--- src/rtl/mul_div_pkg.sv ---
// Shared definitions for the sequential multiplier and divider blocks:
// FSM state type, counter-width helper and operand-width clamp.
package mul_div_pkg;

  typedef enum logic {IDLE, BUSY} state_e;

  // Step index and add/sub counters must hold values up to WIDTH+1.
  function automatic int unsigned calc_cw(input int unsigned width);
    return $clog2(width + 2);
  endfunction

  // Zero maps to one bit; anything wider than the datapath maps to the datapath width.
  function automatic logic [4:0] clamp_width(input logic [4:0] w, input int unsigned width);
    if (w == 5'd0) begin
      return 5'd1;
    end
    if (32'(w) > width) begin
      return 5'(width);
    end
    return w;
  endfunction

endpackage

--- src/rtl/booth_step.sv ---
// One radix-2 Booth step: add or subtract the shifted multiplicand according
// to the current multiplier bit pair.
module booth_step
  import mul_div_pkg::*;
#(
  parameter int unsigned WIDTH = 16,
  parameter int unsigned CW    = calc_cw(WIDTH),
  localparam int unsigned AW   = 2 * WIDTH + 2
) (
  input  logic [AW-1:0]    acc,
  input  logic [WIDTH-1:0] a,
  input  logic [CW-1:0]    i,
  input  logic [1:0]       pair,
  output logic [AW-1:0]    acc_next,
  output logic             add_en,
  output logic             sub_en
);

  logic [AW-1:0] shifted;

  always_comb begin
    shifted  = AW'(a) << i;
    acc_next = acc;
    add_en   = 1'b0;
    sub_en   = 1'b0;
    unique case (pair)
      2'b01: begin
        acc_next = acc + shifted;
        add_en   = 1'b1;
      end
      2'b10: begin
        acc_next = acc - shifted;
        sub_en   = 1'b1;
      end
      default: begin
      end
    endcase
  end

endmodule

--- src/rtl/booth_multiplier.sv ---
// Sequential radix-2 Booth multiplier for unsigned operands, one step per clock,
// with a ready/done handshake and add/subtract operation counters.
module booth_multiplier
  import mul_div_pkg::*;
#(
  parameter int unsigned WIDTH = 16,
  localparam int unsigned CW   = calc_cw(WIDTH)
) (
  input  logic                 clk,
  input  logic                 reset,
  input  logic [WIDTH-1:0]     multiplicand,
  input  logic [WIDTH-1:0]     multiplier,
  input  logic [4:0]           m,
  input  logic [4:0]           n,
  input  logic                 ready,
  output logic                 done,
  output logic [2*WIDTH-1:0]   product,
  output logic [CW-1:0]        num_add,
  output logic [CW-1:0]        num_sub
);

  localparam int unsigned AW = 2 * WIDTH + 2;
  localparam logic [WIDTH:0] One = (WIDTH + 1)'(1);

  state_e               state_q, state_d;
  logic                 done_q, done_d;
  logic [WIDTH-1:0]     a_q, a_d;
  logic [WIDTH-1:0]     b_q, b_d;
  logic [CW-1:0]        n_eff_q, n_eff_d;
  logic [CW-1:0]        i_q, i_d;
  logic [AW-1:0]        acc_q, acc_d;
  logic [CW-1:0]        add_cnt_q, add_cnt_d;
  logic [CW-1:0]        sub_cnt_q, sub_cnt_d;
  logic [2*WIDTH-1:0]   product_q, product_d;
  logic [CW-1:0]        num_add_q, num_add_d;
  logic [CW-1:0]        num_sub_q, num_sub_d;

  logic [4:0]           m_eff, n_eff;
  logic [WIDTH-1:0]     mask_a, mask_b;
  logic [WIDTH:0]       b_ext;
  logic [1:0]           pair;
  logic [AW-1:0]        acc_next;
  logic                 add_en, sub_en;

  booth_step #(
    .WIDTH(WIDTH),
    .CW   (CW)
  ) u_step (
    .acc     (acc_q),
    .a       (a_q),
    .i       (i_q),
    .pair    (pair),
    .acc_next(acc_next),
    .add_en  (add_en),
    .sub_en  (sub_en)
  );

  always_comb begin
    m_eff  = clamp_width(m, WIDTH);
    n_eff  = clamp_width(n, WIDTH);
    mask_a = (m == 5'd0) ? '0 : WIDTH'((One << m_eff) - One);
    mask_b = WIDTH'((One << n_eff) - One);

    // Extra zero bit above B supplies B[n_eff]=0 when n_eff equals WIDTH.
    b_ext = {1'b0, b_q};
    pair  = {b_ext[i_q], (i_q == '0) ? 1'b0 : b_ext[i_q - CW'(1)]};

    state_d   = state_q;
    done_d    = done_q;
    a_d       = a_q;
    b_d       = b_q;
    n_eff_d   = n_eff_q;
    i_d       = i_q;
    acc_d     = acc_q;
    add_cnt_d = add_cnt_q;
    sub_cnt_d = sub_cnt_q;
    product_d = product_q;
    num_add_d = num_add_q;
    num_sub_d = num_sub_q;

    unique case (state_q)
      IDLE: begin
        if (ready) begin
          state_d   = BUSY;
          done_d    = 1'b0;
          a_d       = multiplicand & mask_a;
          b_d       = multiplier & mask_b;
          n_eff_d   = CW'(n_eff);
          i_d       = '0;
          acc_d     = '0;
          add_cnt_d = '0;
          sub_cnt_d = '0;
        end
      end
      BUSY: begin
        acc_d     = acc_next;
        add_cnt_d = add_cnt_q + CW'(add_en);
        sub_cnt_d = sub_cnt_q + CW'(sub_en);
        i_d       = i_q + CW'(1);
        if (i_q == n_eff_q) begin
          state_d   = IDLE;
          done_d    = 1'b1;
          product_d = acc_next[2*WIDTH-1:0];
          num_add_d = add_cnt_d;
          num_sub_d = sub_cnt_d;
        end
      end
      default: begin
        state_d = IDLE;
        done_d  = 1'b1;
      end
    endcase
  end

  always_ff @(posedge clk) begin
    if (reset) begin
      state_q   <= IDLE;
      done_q    <= 1'b1;
      a_q       <= '0;
      b_q       <= '0;
      n_eff_q   <= '0;
      i_q       <= '0;
      acc_q     <= '0;
      add_cnt_q <= '0;
      sub_cnt_q <= '0;
      product_q <= '0;
      num_add_q <= '0;
      num_sub_q <= '0;
    end else begin
      state_q   <= state_d;
      done_q    <= done_d;
      a_q       <= a_d;
      b_q       <= b_d;
      n_eff_q   <= n_eff_d;
      i_q       <= i_d;
      acc_q     <= acc_d;
      add_cnt_q <= add_cnt_d;
      sub_cnt_q <= sub_cnt_d;
      product_q <= product_d;
      num_add_q <= num_add_d;
      num_sub_q <= num_sub_d;
    end
  end

  assign done    = done_q;
  assign product = product_q;
  assign num_add = num_add_q;
  assign num_sub = num_sub_q;

endmodule

--- config.mk ---
export PLATFORM = sky130hd
export DESIGN_NAME = booth_multiplier
export DESIGN_NICKNAME = d
export VERILOG_FILES = /design/src/rtl/mul_div_pkg.sv /design/src/rtl/booth_step.sv /design/src/rtl/booth_multiplier.sv
export SDC_FILE = /design/constraint.sdc
export NUM_CORES = 1
export LEC_CHECK = 0
export ABC_AREA = 1
export CELL_PAD_IN_SITES_DETAIL_PLACEMENT = 1
export CELL_PAD_IN_SITES_GLOBAL_PLACEMENT = 2
export CORE_MARGIN = 10
export CORE_UTILIZATION = 29
export DETAILED_ROUTE_END_ITERATION = 7
export GPL_ROUTABILITY_DRIVEN = 0
export GPL_TIMING_DRIVEN = 0
export PLACE_DENSITY = 0.79
export SYNTH_ARGS = -nofsm -noshare
export SYNTH_HDL_FRONTEND = slang
export SYNTH_HIERARCHICAL = 1
export SYNTH_SLANG_ARGS = --single-unit
--- constraint.sdc ---
create_clock -name clk -period 4.46 [get_ports clk]
set_input_delay 0.669 -clock clk [delete_from_list [all_inputs] [get_ports clk]]
set_output_delay 0.669 -clock clk [all_outputs]
set_load 0.05 [all_outputs]
* After elaboration in Yosys (flattened, before gate mapping) *
Index checks and enable logic that the tools add are counted.

cells by class
  multiplexer cells = 35
  $lt $le $gt $ge = 4
  reduce and logical (&&, ||, !) cells = 7
  equal/unequal tests = 6
  add/subtract/negate cells = 8
  shifts and indexed selects = 3
  bitwise gates (word level) = 3

operator list
  operator                                                     number
  case mux 34 bit (2 select lines)                             2
  2-to-1 mux 5 bit                                             9
  adder 34 bit                                                 1
  2-to-1 mux 34 bit                                            1
  left shift 16 x 5 -> 34 bit                                  1
  subtractor 34 bit                                            1
  AND 16 bit                                                   2
  left shift 1 x 5 -> 16 bit (first input constant)            2
  subtractor 16 x 1 -> 16 bit (second input constant)          2
  case mux 5 bit (2 select lines)                              3
  2-to-1 mux 16 bit                                            1
  logical NOT 5 bit                                            3
  2-to-1 mux 1 bit                                             15
  less-than comparator 5 x 6 -> 1 bit (second input constant)  2
  adder 5 x 1 -> 5 bit                                         2
  binary-select mux 1 bit (select 5 bit)                       2
  > comparator 5 bit (second input constant)                   2
  AND reduction 2 bit                                          4
  adder 5 x 1 -> 5 bit (second input constant)                 1
  == test 5 bit                                                1
  subtractor 5 x 1 -> 5 bit (second input constant)            1
  case mux 1 bit (2 select lines)                              2
  inequality test 3 x 1 -> 1 bit (second input constant)       1
  == test 2 x 1 -> 1 bit (second input constant)               1
  4 further kinds                                              4

word-level totals
  output and inout bits = 43
  bits of input ports = 45
  register bits = 130
  logic and storage cells = 79

* Longest topological paths before layout *
Gate-level depths: netlist (run 1).

  depth in word-level cells = 9
  depth in mapped cells = 39
  depth with buffers taken out = 34

* By module *
Netlist (run 1), hierarchy kept.

by module, submodules not included
  module            instances  cells each  area an instance (µm²)
  booth_multiplier  1          913         6,231.0
  booth_step        1          830         4,588.2

* Worst setup path after synthesis (run 1) *
Ideal clock, no wire load.

  path kind = flip-flop to flip-flop
  start = register i_q[0]
  end = register acc_q[31]
  setup slack = -481 ps
  cell stages (with the launch flop) = 35
  library setup time = 70 ps
  data arrival time = 4,871 ps
  data required time = 4,390 ps
  cell sequence = dfxtp_1 > buf_2 > inv_2 > buf_2 > buf_2 > ha_1 > inv_1 > a21oi_1 > o21ai_0 > nand2_1 > o211ai_1 > a21oi_1 > inv_1 > ha_1 > clkbuf_1 > clkinv_1 > clkbuf_1 > a21oi_1 > xor2_1 > inv_1 > ha_1 > nand2_1 > nor2_1 > nand2_1 > nor3_1 > nand2_1 > nand2_1 > a21oi_1 > o21ai_0 > nand2_1 > nand2_1 > nand2_1 > a31oi_1 > nand2_1 > a21oi_1

between the ends
  longest elaborated chain between the ends = 7
  elaborated cells on any way between the ends = 14
  classes of those cells = add/sub (3); eq/ne (2); shift (1); mux (7); reduce/logical (1)

ends and longest elaborated chain
  what                                                     RTL line                 source
  start, declared                                          booth_multiplier.sv:30   logic [CW-1:0] i_q, i_d;
  start signal, assigned                                   booth_multiplier.sv:135  i_q <= i_d;
  subtractor 5 x 1 -> 5 bit                                booth_multiplier.sv:66   pair = {b_ext[i_q], (i_q == '0) ? 1'b0 : b_ext[i_q - CW'(1)]};
  binary-select mux 1 bit (select 5 bit)                   booth_multiplier.sv:66
  2-to-1 mux 1 bit (not written as such)                   booth_multiplier.sv:66
  2-to-1 mux 1 bit (*)                                     booth_multiplier.sv:66
  via pair[0]                                              booth_multiplier.sv:41   logic [1:0] pair;
  == test 2 bit or == test 2 x 1 -> 1 bit (tied branches)  booth_step.sv:26         unique case (pair)
  case mux 34 bit (2 select lines) (*)                     booth_step.sv:26
  via acc_next[31]                                         booth_multiplier.sv:42   logic [AW-1:0] acc_next;
  case mux 34 bit (2 select lines) (*)                     booth_multiplier.sv:81   unique case (state_q)
  end signal, assigned                                     booth_multiplier.sv:123  acc_q <= '0;
  end signal, assigned                                     booth_multiplier.sv:136  acc_q <= acc_d;
  end, declared                                            booth_multiplier.sv:31   logic [AW-1:0] acc_q, acc_d;

Mark *: on every way through the listed nets, which the timed path passes. The rest lies on a longest branch. The select of a mux whose other input is x is not followed.
A chain may end at the register's enable or synchronous reset.

* Worst setup path in the final report (run 1) *
Same ends and word-level chain as after synthesis.

==> flow_metrics.env, run 1 <==
export IMPL_crit_required_ns=4.84
export IMPL_port_buffers=84
export IMPL_start_util_pct=29.5
export IMPL_pwr_density_cell_nw_per_um2=373
export IMPL_rr_startpoint="i_q[0]"
export IMPL_wl_per_cell_um=16.9
export IMPL_start_kind="register"
export IMPL_hpwl_um=29300
export IMPL_setup_viol=3
export IMPL_violations="negative setup slack"
export IMPL_clk_pin_slew_ns=0.07
export IMPL_cpMaxStageDelayCell="dfxtp_4"
export IMPL_rsz0062_at_grt="yes"
export IMPL_slew_headroom_pct=38.2
export IMPL_antenna_found_initial=0
export IMPL_numCtsBuffers=17
export IMPL_max_stage_delay_ns=0.35
export IMPL_fin_util_pct=40.2
export IMPL_path_class="register to register"
export IMPL_hold_path_class="register to register"
export IMPL_area_growth_synth_to_final_pct=36.6
export IMPL_postLayoutCellArea_um2=14300
export IMPL_die_area_um2=44200
export IMPL_max_clock_freq_ghz=0.222
export IMPL_crit_path_end_kind="register"
export IMPL_first_pass_iters=5
export IMPL_crit_start="i_q[0]"
export IMPL_p_leak_nw=6.48
export IMPL_grt_max_degree=17
export IMPL_drcViolationCount=0
export IMPL_maxSlewViolCount=0
export IMPL_post_dp_cell_area_um2=12000
export IMPL_avgSynthCellArea_um2=6.23
export IMPL_rows=69
export IMPL_root_buffer="clkbuf_16"
export IMPL_power_mw=5.35
export IMPL_vias=11500
export IMPL_status="finished with violations"
export IMPL_first_global_vias=11900
export IMPL_die_h_um=210
export IMPL_final_net_count=1967
export IMPL_htree_levels=4
export IMPL_fin_crit_ns=4.50
export IMPL_worst_slack_ns=-0.0434
export IMPL_worstSkewPairLatency_ns=0.45
export IMPL_viasPerCell=4.89
export IMPL_worstPathArrival_ns=4.89
export IMPL_cts_hold_buf=0
export IMPL_n_antenna_cell=0
export IMPL_fp_coreArea_um2=35700
export IMPL_final_hold_violation_count=0
export IMPL_grt_use_total_pct=17.2
export IMPL_pre_cts_ws_ns=-1.27
export IMPL_dieWidth_um=210
export IMPL_synth_area_um2=10500
export IMPL_overflow=0
export IMPL_worstMarginPinSlew_ns=0.923
export IMPL_clkSinkCount=128
export IMPL_drive_gt1_share_pct=27.7
export IMPL_ir_drop_mv=0.311
export IMPL_drtAntennaViolNets=0
export IMPL_drv_cap=0
export IMPL_cp_max_fo=7
export IMPL_fin_crit_sh_pct=101
export IMPL_synthesis_instances=1686
export IMPL_min_delay_start="b_q[10]"
export IMPL_grt_pass1_wl_um=62000
export IMPL_routed_wl_um=39800
export IMPL_drt_initial_drc_count=397
export IMPL_cts_tree="done"
export IMPL_ys_warn_count=6
export IMPL_clock_skew_ns=0.0104
export IMPL_clockBufferDepth=2
export IMPL_crit_top_cell="nand2_1"
export IMPL_ios=88
[metal layers]
metal  track usage [%]  vias up  wire, um
li1                  -     5805         -
met4              4.67        0       817
met5                 0        -         0
met3              2.97       45      1070
met2              30.0      150     19500
met1              21.3     5486     18400
[state kept, by name, indices dropped and copies added (netlist names)]
register,cells
a_q,16
state_q,1
acc_q,32
n_eff_q,5
num_sub,5
b_q,16
sub_cnt_q,5
product,32
num_add,5
i_q,5
add_cnt_q,5
done,1
[path summary, 6_finish.rpt]
path,to,slack (ns),cells after the start
setup / recovery,acc_q[31],-0.04,29
hold / removal,b_q[10],0.47,2
setup reg to reg,acc_q[31],-0.04,29
hold reg to reg,b_q[10],0.47,2
[critical path, delay by kind of cell, from the launching register on]
kind	cells	cell delay [ns]
AND/OR/NAND/NOR	10	1.06
XOR/XNOR	1	0.24
AO/OA/AOI/OAI	8	1.24
buffers and inverters	7	0.69
adder cells (fa/ha/maj)	3	0.86
flip-flops	1	0.35
[cells in the final DEF, fill, tap and decap left out, types with 7 or more instances in the layout]
cell type and n:
o21ai_1 19, nand4_1 33, nand2_4 17, nand2_2 67
or2_2 15, nor2_2 61, o21ai_2 12, inv_1 153
or2_4 7, nor2_1 140, nand3_1 114, nand3_2 54
buf_2 18, clkbuf_16 19, a21oi_1 76, clkdlybuf4s50_1 84
a21oi_2 26, buf_6 10, ha_4 17, xnor2_1 11
o21ai_0 34, ha_1 22, nor2_4 9, nand2_1 448
dfxtp_1 126, xor2_1 24, buf_4 91, clkbuf_1 26
inv_2 25
[cell type report]
type,instances,area (um2)
Inverter,184,718
Timing Repair Buffer,173,1530
Multi-Input combinational cell,1306,7900
Clock buffer,18,429
Buffer,67,439
Tap cell,461,577
Clock inverter,14,183
Sequential cell,128,2570
Fill cell,4555,21300
[report_power, final]
part | switching [mW] | internal, mW | total [mW]
clock | 0.602 | 0.889 | 1.49
sequential | 0.0555 | 1.22 | 1.28
combinational | 1.52 | 1.06 | 2.58
total | 2.18 | 3.17 | 5.35
[what timing repair did]
action / 4_1_cts / 5_1_grt
pin swaps: 61 / 92
buffers inserted: 64 / 24
endpoints found under the setup margin: 53 / 44
gates cloned: 2 / 0
gates resized for setup: 128 / 148
[metrics by stage]
step,setup TNS [ns],hold slack (ns),instances
after floorplan,-0.00813,0.426,1687
after global placement,-36.81,0.450,2232
after detailed placement,-37.91,0.467,2232
after CTS,-0.221,0.480,2329
after global routing,-5.00,0.499,2351
final,-0.0590,0.473,2351
Note: power is estimated with default switching activity, not from simulation.
==> inputs of run 2 (changes only) <==
--- a/config.mk
+++ b/config.mk
@@ -8,6 +8,7 @@
 export ABC_AREA = 1
 export CELL_PAD_IN_SITES_DETAIL_PLACEMENT = 1
 export CELL_PAD_IN_SITES_GLOBAL_PLACEMENT = 2
+export CORE_ASPECT_RATIO = 0.8
 export CORE_MARGIN = 10
 export CORE_UTILIZATION = 29
 export DETAILED_ROUTE_END_ITERATION = 7
==> flow_metrics.env, run 2 (synthesis gave the netlist of run 1 again) <==
export IMPL_first_global_vias=11600
export IMPL_dieWidth_um=233
export IMPL_drt_initial_drc_count=546
export IMPL_die_area_um2=44300
export IMPL_fill_cells=4572
export IMPL_stdcell_count=2349
export IMPL_maxSlewViolCount=0
export IMPL_first_pass_iters=5
export IMPL_rsz0062_at_grt="yes"
export IMPL_setup_viol=0
export IMPL_grt_max_degree=17
export IMPL_root_buffer="clkbuf_16"
export IMPL_slew_headroom_pct=36.5
export IMPL_fin_crit_ns=4.45
export IMPL_p_clk_share_pct=27.9
export IMPL_max_stage_delay_ns=0.40
export IMPL_worstMarginPinSlew_ns=0.950
export IMPL_drcViolationCount=0
export IMPL_grt_pass1_wl_um=62900
export IMPL_comb_power_share_pct=47.6
export IMPL_cpMaxStageDelayCell="dfxtp_4"
export IMPL_worst_slack_ns=0.00704
export IMPL_hpwl_um=30300
export IMPL_drv_cap=0
export IMPL_wl_per_cell_um=17.2
export IMPL_numCtsBuffers=17
export IMPL_status="completed"
export IMPL_drtAntennaViolNets=0
export IMPL_final_net_count=1946
export IMPL_clock_skew_ns=0.00989
export IMPL_start_util_pct=29.3
export IMPL_internal_power_mw=3.07
export IMPL_viasPerCell=4.94
export IMPL_worstSkewPairLatency_ns=0.46
export IMPL_antenna_found_initial=0
export IMPL_fin_crit_sh_pct=99.8
export IMPL_clk_pin_slew_ns=0.06
export IMPL_rows=62
export IMPL_post_dp_cell_area_um2=12000
export IMPL_dp_cells=2251
export IMPL_overflow=0
export IMPL_power_mw=5.21
export IMPL_port_buffers=84
export IMPL_ir_drop_mv=0.287
export IMPL_fin_util_pct=40.5
export IMPL_die_h_um=190
export IMPL_clockBufferDepth=2
export IMPL_max_clock_freq_ghz=0.225
export IMPL_layout_commonest_cell="nand2_1"
export IMPL_area_growth_synth_to_final_pct=38.1
export IMPL_clkSinkCount=128
export IMPL_hold_slack_ns=0.458
export IMPL_p_sw_mw=2.14
export IMPL_htree_levels=4
export IMPL_worstPathArrival_ns=4.76
export IMPL_ff_latch_area_um2=2570
export IMPL_final_hold_violation_count=0
export IMPL_p_leak_nw=6.49
export IMPL_vias=11600
export IMPL_grt_use_total_pct=17.7
export IMPL_cp_max_fo=7
export IMPL_final_cell_mix="448 x nand2_1, 154 x inv_1, 142 x nor2_1, 126 x dfxtp_1, 103 x nand3_1"
export IMPL_path_class="register to register"
export IMPL_ios=88
export IMPL_hold_path_class="register to register"
export IMPL_seq_power_share_pct=24.6
export IMPL_start_kind="register"
export IMPL_pwr_density_cell_nw_per_um2=360
export IMPL_n_antenna_cell=0
export IMPL_crit_path_end_kind="register"
export IMPL_swShare_pct=41.1
export IMPL_cts_tree="done"
export IMPL_postLayoutCellArea_um2=14500
export IMPL_crit_required_ns=4.76
export IMPL_pre_cts_ws_ns=-1.44
export IMPL_drive_gt1_share_pct=27.0
export IMPL_routed_wl_um=40500
export IMPL_fp_coreArea_um2=35800
export IMPL_multiInputGateArea_um2=8140
export IMPL_fin_tns_setup_ns=0
## run 2: worst paths after layout
check,from,end,slack [ns],cells after the start
worst max-delay path,i_q[0],acc_q[27],0.007,29
worst min register to register,b_q[10],b_q[10],0.46,2
worst min-delay path,b_q[10],b_q[10],0.46,2
worst max register to register,i_q[0],acc_q[27],0.007,29
## run 2: power groups by stage
stage	clock network [mW]	registers [mW]	logic, mW
CTS	1.49	1.28	2.11
finish	1.45	1.28	2.48
global placement	0	1.30	1.77
floorplan	0	1.44	1.14
detailed placement	0	1.30	1.80
global route	1.54	1.29	2.70
## run 2: final cells by class
| cell class | count | share of cell area, % |
|---|---|---|
| clock inverter | 12 | 0.915 |
| inverter | 184 | 5.00 |
| buffer | 66 | 2.98 |
| timing repair buffer | 153 | 9.97 |
| clock buffer | 20 | 3.15 |
| sequential | 128 | 17.7 |
| multi-input combinational | 1306 | 56.1 |
| tap | 480 | 4.14 |
## run 2: per-layer routing
layer  routed length (um)  GRT usage [%]  vias up
li1                     -              -     5783
met1                20400           25.1     5615
met2                18200           27.6      161
met3                 1330           2.81       38
met4                  533           3.84        0
met5                    0              0        -
## run 2: timing repair
action,CTS,global route
endpoints found under the setup margin,56,46
resized for setup,124,185
pin swaps,48,104
cloned,0,2
hold buffers,0,0
buffers inserted,34,33
## run 2: worst max-delay path, delay by kind of cell, from the launching register on
kind / cells / cell delay (ns)
XOR/XNOR: 1 / 0.17
AO/OA/AOI/OAI: 10 / 1.44
AND/OR/NAND/NOR: 7 / 0.75
adder cells (fa/ha/maj): 3 / 0.79
flip-flops: 1 / 0.40
buffers and inverters: 8 / 0.74
==> inputs of run 3 (changes only) <==
--- a/config.mk
+++ b/config.mk
@@ -11,6 +11,7 @@
 export CORE_ASPECT_RATIO = 0.8
 export CORE_MARGIN = 10
 export CORE_UTILIZATION = 29
+export CTS_CLUSTER_DIAMETER = 120
 export DETAILED_ROUTE_END_ITERATION = 7
 export GPL_ROUTABILITY_DRIVEN = 0
 export GPL_TIMING_DRIVEN = 0
==> results of run 3 <==
Final layout, timing and power as in run 2 (identical DEF).
